--- src/rtl/raxm_arbiter.sv ---
// Two-requester round-robin front end for a shared approximate multiplier.
// One operation at a time: IDLE -> ISSUE -> WAIT -> RESP, with a WAIT-cycle timeout.
module raxm_arbiter #(
    parameter int          WIDTH         = 16,
    parameter int          TIMEOUT       = 255,
    parameter logic [15:0] OP_COUNT_INIT = 16'h0000
) (
    input  logic                 wb_clk_i,
    input  logic                 wb_rst_ni,
    input  logic                 a_req,
    input  logic [WIDTH-1:0]     a_op_a,
    input  logic [WIDTH-1:0]     a_op_b,
    input  logic [1:0]           a_mode,
    output logic                 a_gnt,
    output logic                 a_done,
    output logic [2*WIDTH-1:0]   a_result,
    input  logic                 b_req,
    input  logic [WIDTH-1:0]     b_op_a,
    input  logic [WIDTH-1:0]     b_op_b,
    input  logic [1:0]           b_mode,
    output logic                 b_gnt,
    output logic                 b_done,
    output logic [2*WIDTH-1:0]   b_result,
    output logic                 mul_start,
    output logic [WIDTH-1:0]     mul_a,
    output logic [WIDTH-1:0]     mul_b,
    output logic [1:0]           mul_mode,
    input  logic                 mul_done,
    input  logic [2*WIDTH-1:0]   mul_result,
    input  logic                 err_clr,
    output logic                 err_timeout,
    output logic [15:0]          op_count
);

    typedef enum logic [1:0] {
        ST_IDLE  = 2'd0,
        ST_ISSUE = 2'd1,
        ST_WAIT  = 2'd2,
        ST_RESP  = 2'd3
    } state_t;

    localparam logic [7:0] LP_TMO_LAST = 8'(TIMEOUT - 1);

    state_t             r_state;
    state_t             w_state_next;
    logic               r_owner;
    logic               r_last;
    logic [7:0]         r_wait_cnt;
    logic [WIDTH-1:0]   r_mul_a;
    logic [WIDTH-1:0]   r_mul_b;
    logic [1:0]         r_mul_mode;
    logic               r_err;
    logic [15:0]        r_op_count;

    logic               w_any_req;
    logic               w_pick_b;
    logic               w_wait_last;
    logic               w_complete;
    logic               w_timeout;
    logic [1:0]         w_gnt;
    logic [1:0]         w_done;
    logic [2*WIDTH-1:0] w_result [2];

    assign w_any_req   = a_req | b_req;
    // r_last is the requester served most recently; 1 (B) out of reset so A wins the first tie.
    assign w_pick_b    = b_req & (~a_req | ~r_last);
    assign w_wait_last = (r_wait_cnt == LP_TMO_LAST);
    assign w_complete  = (r_state == ST_WAIT) & mul_done;
    assign w_timeout   = (r_state == ST_WAIT) & ~mul_done & w_wait_last;

    always_comb begin
        w_state_next = r_state;
        case (r_state)
            ST_IDLE:  if (w_any_req) w_state_next = ST_ISSUE;
            ST_ISSUE: w_state_next = ST_WAIT;
            ST_WAIT:  if (w_complete || w_timeout) w_state_next = ST_RESP;
            ST_RESP:  w_state_next = ST_IDLE;
            default:  w_state_next = ST_IDLE;
        endcase
    end

    always_ff @(posedge wb_clk_i) begin
        if (!wb_rst_ni) begin
            r_state    <= ST_IDLE;
            r_owner    <= 1'b0;
            r_last     <= 1'b1;
            r_wait_cnt <= 8'd0;
            r_mul_a    <= '0;
            r_mul_b    <= '0;
            r_mul_mode <= 2'd0;
            r_op_count <= OP_COUNT_INIT;
        end else begin
            r_state <= w_state_next;
            case (r_state)
                ST_IDLE: begin
                    if (w_any_req) begin
                        r_owner    <= w_pick_b;
                        r_mul_a    <= w_pick_b ? b_op_a : a_op_a;
                        r_mul_b    <= w_pick_b ? b_op_b : a_op_b;
                        r_mul_mode <= w_pick_b ? b_mode : a_mode;
                    end
                end
                ST_ISSUE: r_wait_cnt <= 8'd0;
                ST_WAIT: begin
                    if (!w_complete && !w_timeout) r_wait_cnt <= r_wait_cnt + 8'd1;
                end
                ST_RESP: begin
                    r_last     <= r_owner;
                    r_op_count <= r_op_count + 16'd1;
                end
                default: ;
            endcase
        end
    end

    // A timeout in the same cycle as err_clr keeps the flag set.
    always_ff @(posedge wb_clk_i) begin
        if (!wb_rst_ni) begin
            r_err <= 1'b0;
        end else if (w_timeout) begin
            r_err <= 1'b1;
        end else if (err_clr) begin
            r_err <= 1'b0;
        end
    end

    genvar gi;
    generate
        for (gi = 0; gi < 2; gi++) begin : g_req
            localparam logic LP_ID = 1'(gi);
            logic [2*WIDTH-1:0] r_result;

            always_ff @(posedge wb_clk_i) begin
                if (!wb_rst_ni) begin
                    r_result <= '0;
                end else if (r_owner == LP_ID) begin
                    if (w_complete) begin
                        r_result <= mul_result;
                    end else if (w_timeout) begin
                        r_result <= '0;
                    end
                end
            end

            assign w_gnt[gi]    = (r_state == ST_ISSUE) && (r_owner == LP_ID);
            assign w_done[gi]   = (r_state == ST_RESP)  && (r_owner == LP_ID);
            assign w_result[gi] = r_result;
        end
    endgenerate

    assign a_gnt       = w_gnt[0];
    assign b_gnt       = w_gnt[1];
    assign a_done      = w_done[0];
    assign b_done      = w_done[1];
    assign a_result    = w_result[0];
    assign b_result    = w_result[1];
    assign mul_start   = (r_state == ST_ISSUE);
    assign mul_a       = r_mul_a;
    assign mul_b       = r_mul_b;
    assign mul_mode    = r_mul_mode;
    assign err_timeout = r_err;
    assign op_count    = r_op_count;

endmodule

--- config.mk ---
export PLATFORM = sky130hd
export DESIGN_NAME = raxm_arbiter
export DESIGN_NICKNAME = d
export VERILOG_FILES = /design/src/rtl/raxm_arbiter.sv
export SDC_FILE = /design/constraint.sdc
export NUM_CORES = 1
export LEC_CHECK = 0
export CORE_MARGIN = 3
export CORE_UTILIZATION = 38
export CTS_CLUSTER_SIZE = 10
export DETAILED_ROUTE_END_ITERATION = 10
export PLACE_DENSITY = 0.77
export SYNTH_ARGS = -nofsm -noshare
export SYNTH_HDL_FRONTEND = slang
export SYNTH_SLANG_ARGS = --single-unit
--- constraint.sdc ---
create_clock -name wb_clk_i -period 1.5 [get_ports wb_clk_i]
set_input_delay 0.3 -clock wb_clk_i [delete_from_list [all_inputs] [get_ports wb_clk_i]]
set_output_delay 0.3 -clock wb_clk_i [all_outputs]
set_load 0.05 [all_outputs]
# Word-level counts from Yosys, hierarchy flattened
# Index checks and enable logic that the tools add are counted.
[totals] regBits=127 out_inout_bits=120 elab_cells=59 in_bits=106
[classes] n_addsub=2 bitwise=10 eq_ne=7 muxes=12 reduce_logical=17
[op_table] cell="32-bit 2-to-1 mux" count=2
[op_table] cell="16-bit 2-to-1 mux" count=2
[op_table] cell="16-bit by 1-bit adder with 16-bit output (second input constant)" count=1
[op_table] cell="8-bit case mux with 2 select lines" count=1
[op_table] cell="2-bit AND reduction" count=5
[op_table] cell="8-bit by 1-bit adder with 8-bit output (second input constant)" count=1
[op_table] cell="8-bit equality test (second input constant)" count=1
[op_table] cell="8-bit 2-to-1 mux" count=1
[op_table] cell="2-bit case mux with 4 select lines" count=1
[op_table] cell="2-bit 2-to-1 mux" count=3
[op_table] cell="2-bit nonzero test" count=3
[op_table] cell="1-bit logical AND" count=5
[op_table] cell="1-bit bitwise AND" count=4
[op_table] cell="2-bit equality test (second input constant)" count=2
[op_table] cell="2-bit by 1-bit inequality test with 1-bit output (second input constant)" count=2
[op_table] cell="1-bit NOT" count=4
[op_table] cell="2-bit by 1-bit equality test with 1-bit output (second input constant)" count=1
[op_table] cell="1-bit zero test" count=2
[op_table] cell="2-bit zero test" count=1
[op_table] cell="1-bit 2-to-1 mux" count=2
[op_table] cell="2-bit inequality test (second input constant)" count=1
[op_table] cell="1-bit OR" count=2
[op_table] cell="1-bit logical OR" count=1

# Logic depth before layout (Yosys ltp)
[depth] ltp_word=7 ltp_mapped=7 ltp_nobuf=6

# Least setup slack after synthesis
# No wires, ideal clock.
[synth_path] kind="reg2out" from="reg r_state[1]" to="out a_gnt" setup_slack_ns=-0.476 stages_incl_launch_ff=4 n_path_buf=0 t_required_ns=1.200 arrival_ns=1.676 path_cell_list="dfxtp_1 inv_1 ha_1 nor2b_1"
[synth_between] elab_chain_len=2
[synth_lines] item="start, declared" line_no="44" text="state_t r_state;"
[synth_lines] item="start signal, assigned" line_no="93" text="r_state <= w_state_next;"
[synth_lines] item="2-bit by 1-bit equality test with 1-bit output"
[synth_lines] item="via mul_start" line_no="24" text="output logic mul_start,"
[synth_lines] item="1-bit logical AND" line_no="145" text="assign w_gnt[gi] = (r_state == ST_ISSUE) && (r_owner == LP_ID);"
[synth_lines] item="end, declared" line_no="14" text="output logic a_gnt,"
# The timed path passes the listed nets, and every way through them passes these cells.

# Worst setup path after layout
[layout_path] from="reg r_state[0]" to="out b_gnt"
[layout_between] elab_chain_len=2
[layout_lines] item="2-bit by 1-bit equality test with 1-bit output" line_no="145"
[layout_lines] item="1-bit logical AND" line_no="145"
[layout_lines] item="end, declared" line_no="21" text="output logic b_gnt,"
# Every way passes these cells.

==> qor.yml <==
antenna_found_initial: 0
criticalPathCategory: "reg2out"
busiest_layer: "met2"
synth_area_per_cell_um2: 10.0
worst_r2r_endpoint: "mul_b[3]$_SDFFE_PN0P_"
holdBufCountCts: 0
synthesized_area_fraction_occupied_by_and_or_nand_nor_cells_pct: 13.5
cts_max_path_buffers: 2
synth.yosys.seq_area_share_pct: 50.8
worstRegToRegCells: 7
highest_clock_rate_mhz: 610
detailedRoute.firstPassIterationCount: 5
drv_cap: 0
detail-route-antenna-nets: 0
power_per_cell_area_nw_per_um2: 1510
detailedPlace.worstSlack_ns: -0.329
antennaDiodeCount: 0
detail_route.wirelength_um: 18100
hold_path.startpoint: "mul_result[23]"
synth-edff-count: 0
cts_max_level: 4
synthesis_to_layout_area_growth_pct: 102
number_of_sinks_handled_by_clock_tree_synthesis: 127
start_util_pct: 39.2
timing.critical_path.arrival_ns: 1.34
placementRows: 41
report.final.slew_viol_count: 0
internal-power_mw: 9.76
layout.core_utilization_pct: 79.0
proportion_of_register_bits_with_asynchronous_set_or_reset_after_synthesis_pct: 0
pwr-share-comb_pct: 45.0
timing.critical_path.from_type: "register"
synth-warning-count: 0
netlist_area_um2: 5010
routed-via-count: 5059
finalSetupTns_ns: -1.15
post-dp-hpwl_um: 12300
boundaryPins: 226
post_drt_wl_per_cell_um: 19.1
die-height_um: 121
grt_pass1_wl_um: 27000
numCtsBuffers: 17
setup.reg_to_reg.worst_slack_ns: -0.06
drt-vias-per-instance: 5.35
die_w_um: 121
min_delay_worst_endpoint: "b_result[23]$_SDFFE_PN0P_"
most_common_library_cell_in_the_layout_ignoring_fill_and_taps: "sky130_fd_sc_hd__buf_12"
timing.final.crit_period_ns: 1.64
cts_tree: "built"
grt-ovfl-total: 0
clk-insertion-delay-late_ns: 0.41
drc: 0
period_share_pct: 109
setup_repair_after_global_routing_missed_its_margin: "true"
total_switching_power_mw: 5.51
layout-drive-gt1-share_pct: 36.2
power.share.sequential_pct: 29.1
port-buffer-count: 225
synth-compound-area-share_pct: 20.5
power.switching_fraction_pct: 36.1
total_power_mw: 15.3
final_net_count: 875
yosys_most_used_dff: "sky130_fd_sc_hd__dfxtp_1"
layout_setup_ws_ns: -0.139
dominant_combinational_cell_family_by_area_after_synthesis: "compound AO/OA/AOI/OAI gates"
globalRouteMet1Util_pct: 25.2
first_global_vias: 5250
worst-endpoint-required_ns: 1.20
use_met2_pct: 42.4
status: "finished with violations"
globalRouteMet3Util_pct: 8.04
failed_checks: "setup timing"
cts.clk_slew.worst_paths_ns: 0.06
synth_xor_area_share_pct: 2.27
gpl.final_weighted_congestion: 0.857
cts-root-buf: "sky130_fd_sc_hd__clkbuf_16"
die_area_um2: 14600
postSynthRegisterBits: 127
irDropWorstVdd_v: 0.00106
core_um2: 12800
synth_cells: 500
most-common-layout-cells: "127 x sky130_fd_sc_hd__buf_12, 110 x sky130_fd_sc_hd__dfxtp_1, 105 x sky130_fd_sc_hd__clkdlybuf4s50_1, 55 x sky130_fd_sc_hd__o2bb2ai_1, 52 x sky130_fd_sc_hd__nor2_1"
drt_iter0_drc: 297
grt_max_degree: 36
fillers: 724
gr-usage-all-layers_pct: 23.5
critPathCaptureType: "output pin"
synth_unique_cells: 47
worstPathMaxFanout: 4
post_synthesis_mux_area_share_pct: 7.20
finalHoldViolations: 0
worstHoldPathCells: 3
worst_slew_margin_rel_pct: 76.4
r2r-start: "r_state[0]$_SDFFE_PN0P_"
hold_path_class: "in2reg"
synth_nets: 613
power.static_leakage_nw: 3.83
synth_fa_ha_area_share_pct: 1.75
timing.final.setup_violations: 37
clock_power_share_pct: 25.9
finalClockSkew_ns: 0.0110
actual_slew_at_the_worst_max_slew_pin_ns: 0.354
[sequential cells by signal, summed over array words and instances (netlist names)]
signal and cells:
mul_b 16, mul_a 16, op_count 16, mul_mode 2
r_wait_cnt 8, a_result 32, r_state 2, err_timeout 1
b_result 32, r_owner 1, r_last 1
[worst max path at each step]
stage / to / from / depth (start not counted)
after CTS: b_gnt / r_state[0]$_SDFFE_PN0P_ / 4
after global placement: mul_b[1]$_SDFFE_PN0P_ / b_req / 5
after detailed placement: mul_b[1]$_SDFFE_PN0P_ / b_req / 5
after floorplan: a_result[30]$_SDFFE_PN0P_ / r_wait_cnt[0]$_SDFFE_PN0P_ / 7
final: b_gnt / r_state[0]$_SDFFE_PN0P_ / 4
after global routing: b_gnt / r_state[0]$_SDFFE_PN0P_ / 4
[Yosys cell counts (2+ instances only)]
master                      instances  area [µm²]
sky130_fd_sc_hd__dfxtp_1          127        2540
sky130_fd_sc_hd__o2bb2ai_1         64         561
sky130_fd_sc_hd__nor2_1            54         203
sky130_fd_sc_hd__nand2_1           42         158
sky130_fd_sc_hd__mux2i_1           36         360
sky130_fd_sc_hd__a211oi_1          34         255
sky130_fd_sc_hd__clkbuf_1          21        78.8
sky130_fd_sc_hd__buf_2             11        55.1
sky130_fd_sc_hd__nand3_1            9        45.0
sky130_fd_sc_hd__nand4_1            9        56.3
sky130_fd_sc_hd__a21oi_1            8        40.0
sky130_fd_sc_hd__inv_1              8        30.0
sky130_fd_sc_hd__xor2_1             8        70.1
sky130_fd_sc_hd__ha_1               7        87.6
sky130_fd_sc_hd__nor3_1             7        35.0
sky130_fd_sc_hd__xnor2_1            5        43.8
sky130_fd_sc_hd__buf_4              4        30.0
sky130_fd_sc_hd__nand2b_1           4        25.0
sky130_fd_sc_hd__a31oi_1            3        18.8
sky130_fd_sc_hd__nor2b_1            3        18.8
sky130_fd_sc_hd__o21ai_0            3        15.0
sky130_fd_sc_hd__o31ai_1            3        22.5
sky130_fd_sc_hd__and3_1             2        12.5
sky130_fd_sc_hd__and4_1             2        17.5
sky130_fd_sc_hd__o2111ai_1          2        17.5
sky130_fd_sc_hd__or3_1              2        12.5
sky130_fd_sc_hd__or4_1              2        15.0
[through the flow]
step                      hold WS [ns]  cells  instance area, µm²
after detailed placement         0.493    900                9000
after global placement           0.490    900                9000
after CTS                        0.463    937                9760
after floorplan                  0.435    500                5080
after global routing             0.480    945               10100
final                            0.473    945               10100
[cell families (layout without fill, tap and decap cells)]
family,after synthesis,in the layout
mux,36,36
simple gates,144,144
flops,127,127
xor+xnor,13,13
fa+ha+maj,7,7
buf+inv,45,318
compound gates,128,128
[cell type report]
type                    count  area [µm²]  area share (%)
clock buffers              24         472            4.67
flip-flops and latches    127        2590            25.7
repair buffers            280        4050            40.1
well taps                 172         215            2.13
inverters                   8        32.5           0.322
clock inverters             6        85.1           0.843
multi-input cells         328        2660            26.3
[power by group through the flow]
stage | clock, mW | combinational (mW) | sequential [mW]
2_1_floorplan | 0 | 1.63 | 5.75
3_3_place_gp | 0 | 5.97 | 4.44
3_5_place_dp | 0 | 6.11 | 4.47
4_1_cts | 3.98 | 6.66 | 4.44
5_1_grt | 4.14 | 7.19 | 4.50
6_report | 3.95 | 6.88 | 4.45
[what timing repair did]
action / 4_1_cts / 5_1_grt
setup endpoints to repair: 79 / 120
buffers inserted: 5 / 6
endpoints found under the hold margin: 0 / 0
cloned: 2 / 2
pin swaps: 5 / 9
resized for setup: 25 / 51
[per-layer routing]
layer / up-vias / wire (µm)
li1: 2368 / -
met1: 2436 / 6450
met2: 220 / 9700
met3: 35 / 1420
met4: 0 / 493
met5: - / 0
[worst max-delay path, stage by stage (launching register included)]
cell and delay, ns:
sky130_fd_sc_hd__dfxtp_4 0.36, sky130_fd_sc_hd__buf_6 0.12, sky130_fd_sc_hd__ha_4 0.16, sky130_fd_sc_hd__and2_4 0.16, sky130_fd_sc_hd__buf_12 0.14
No activity file was read; power rests on OpenSTA's default activity.
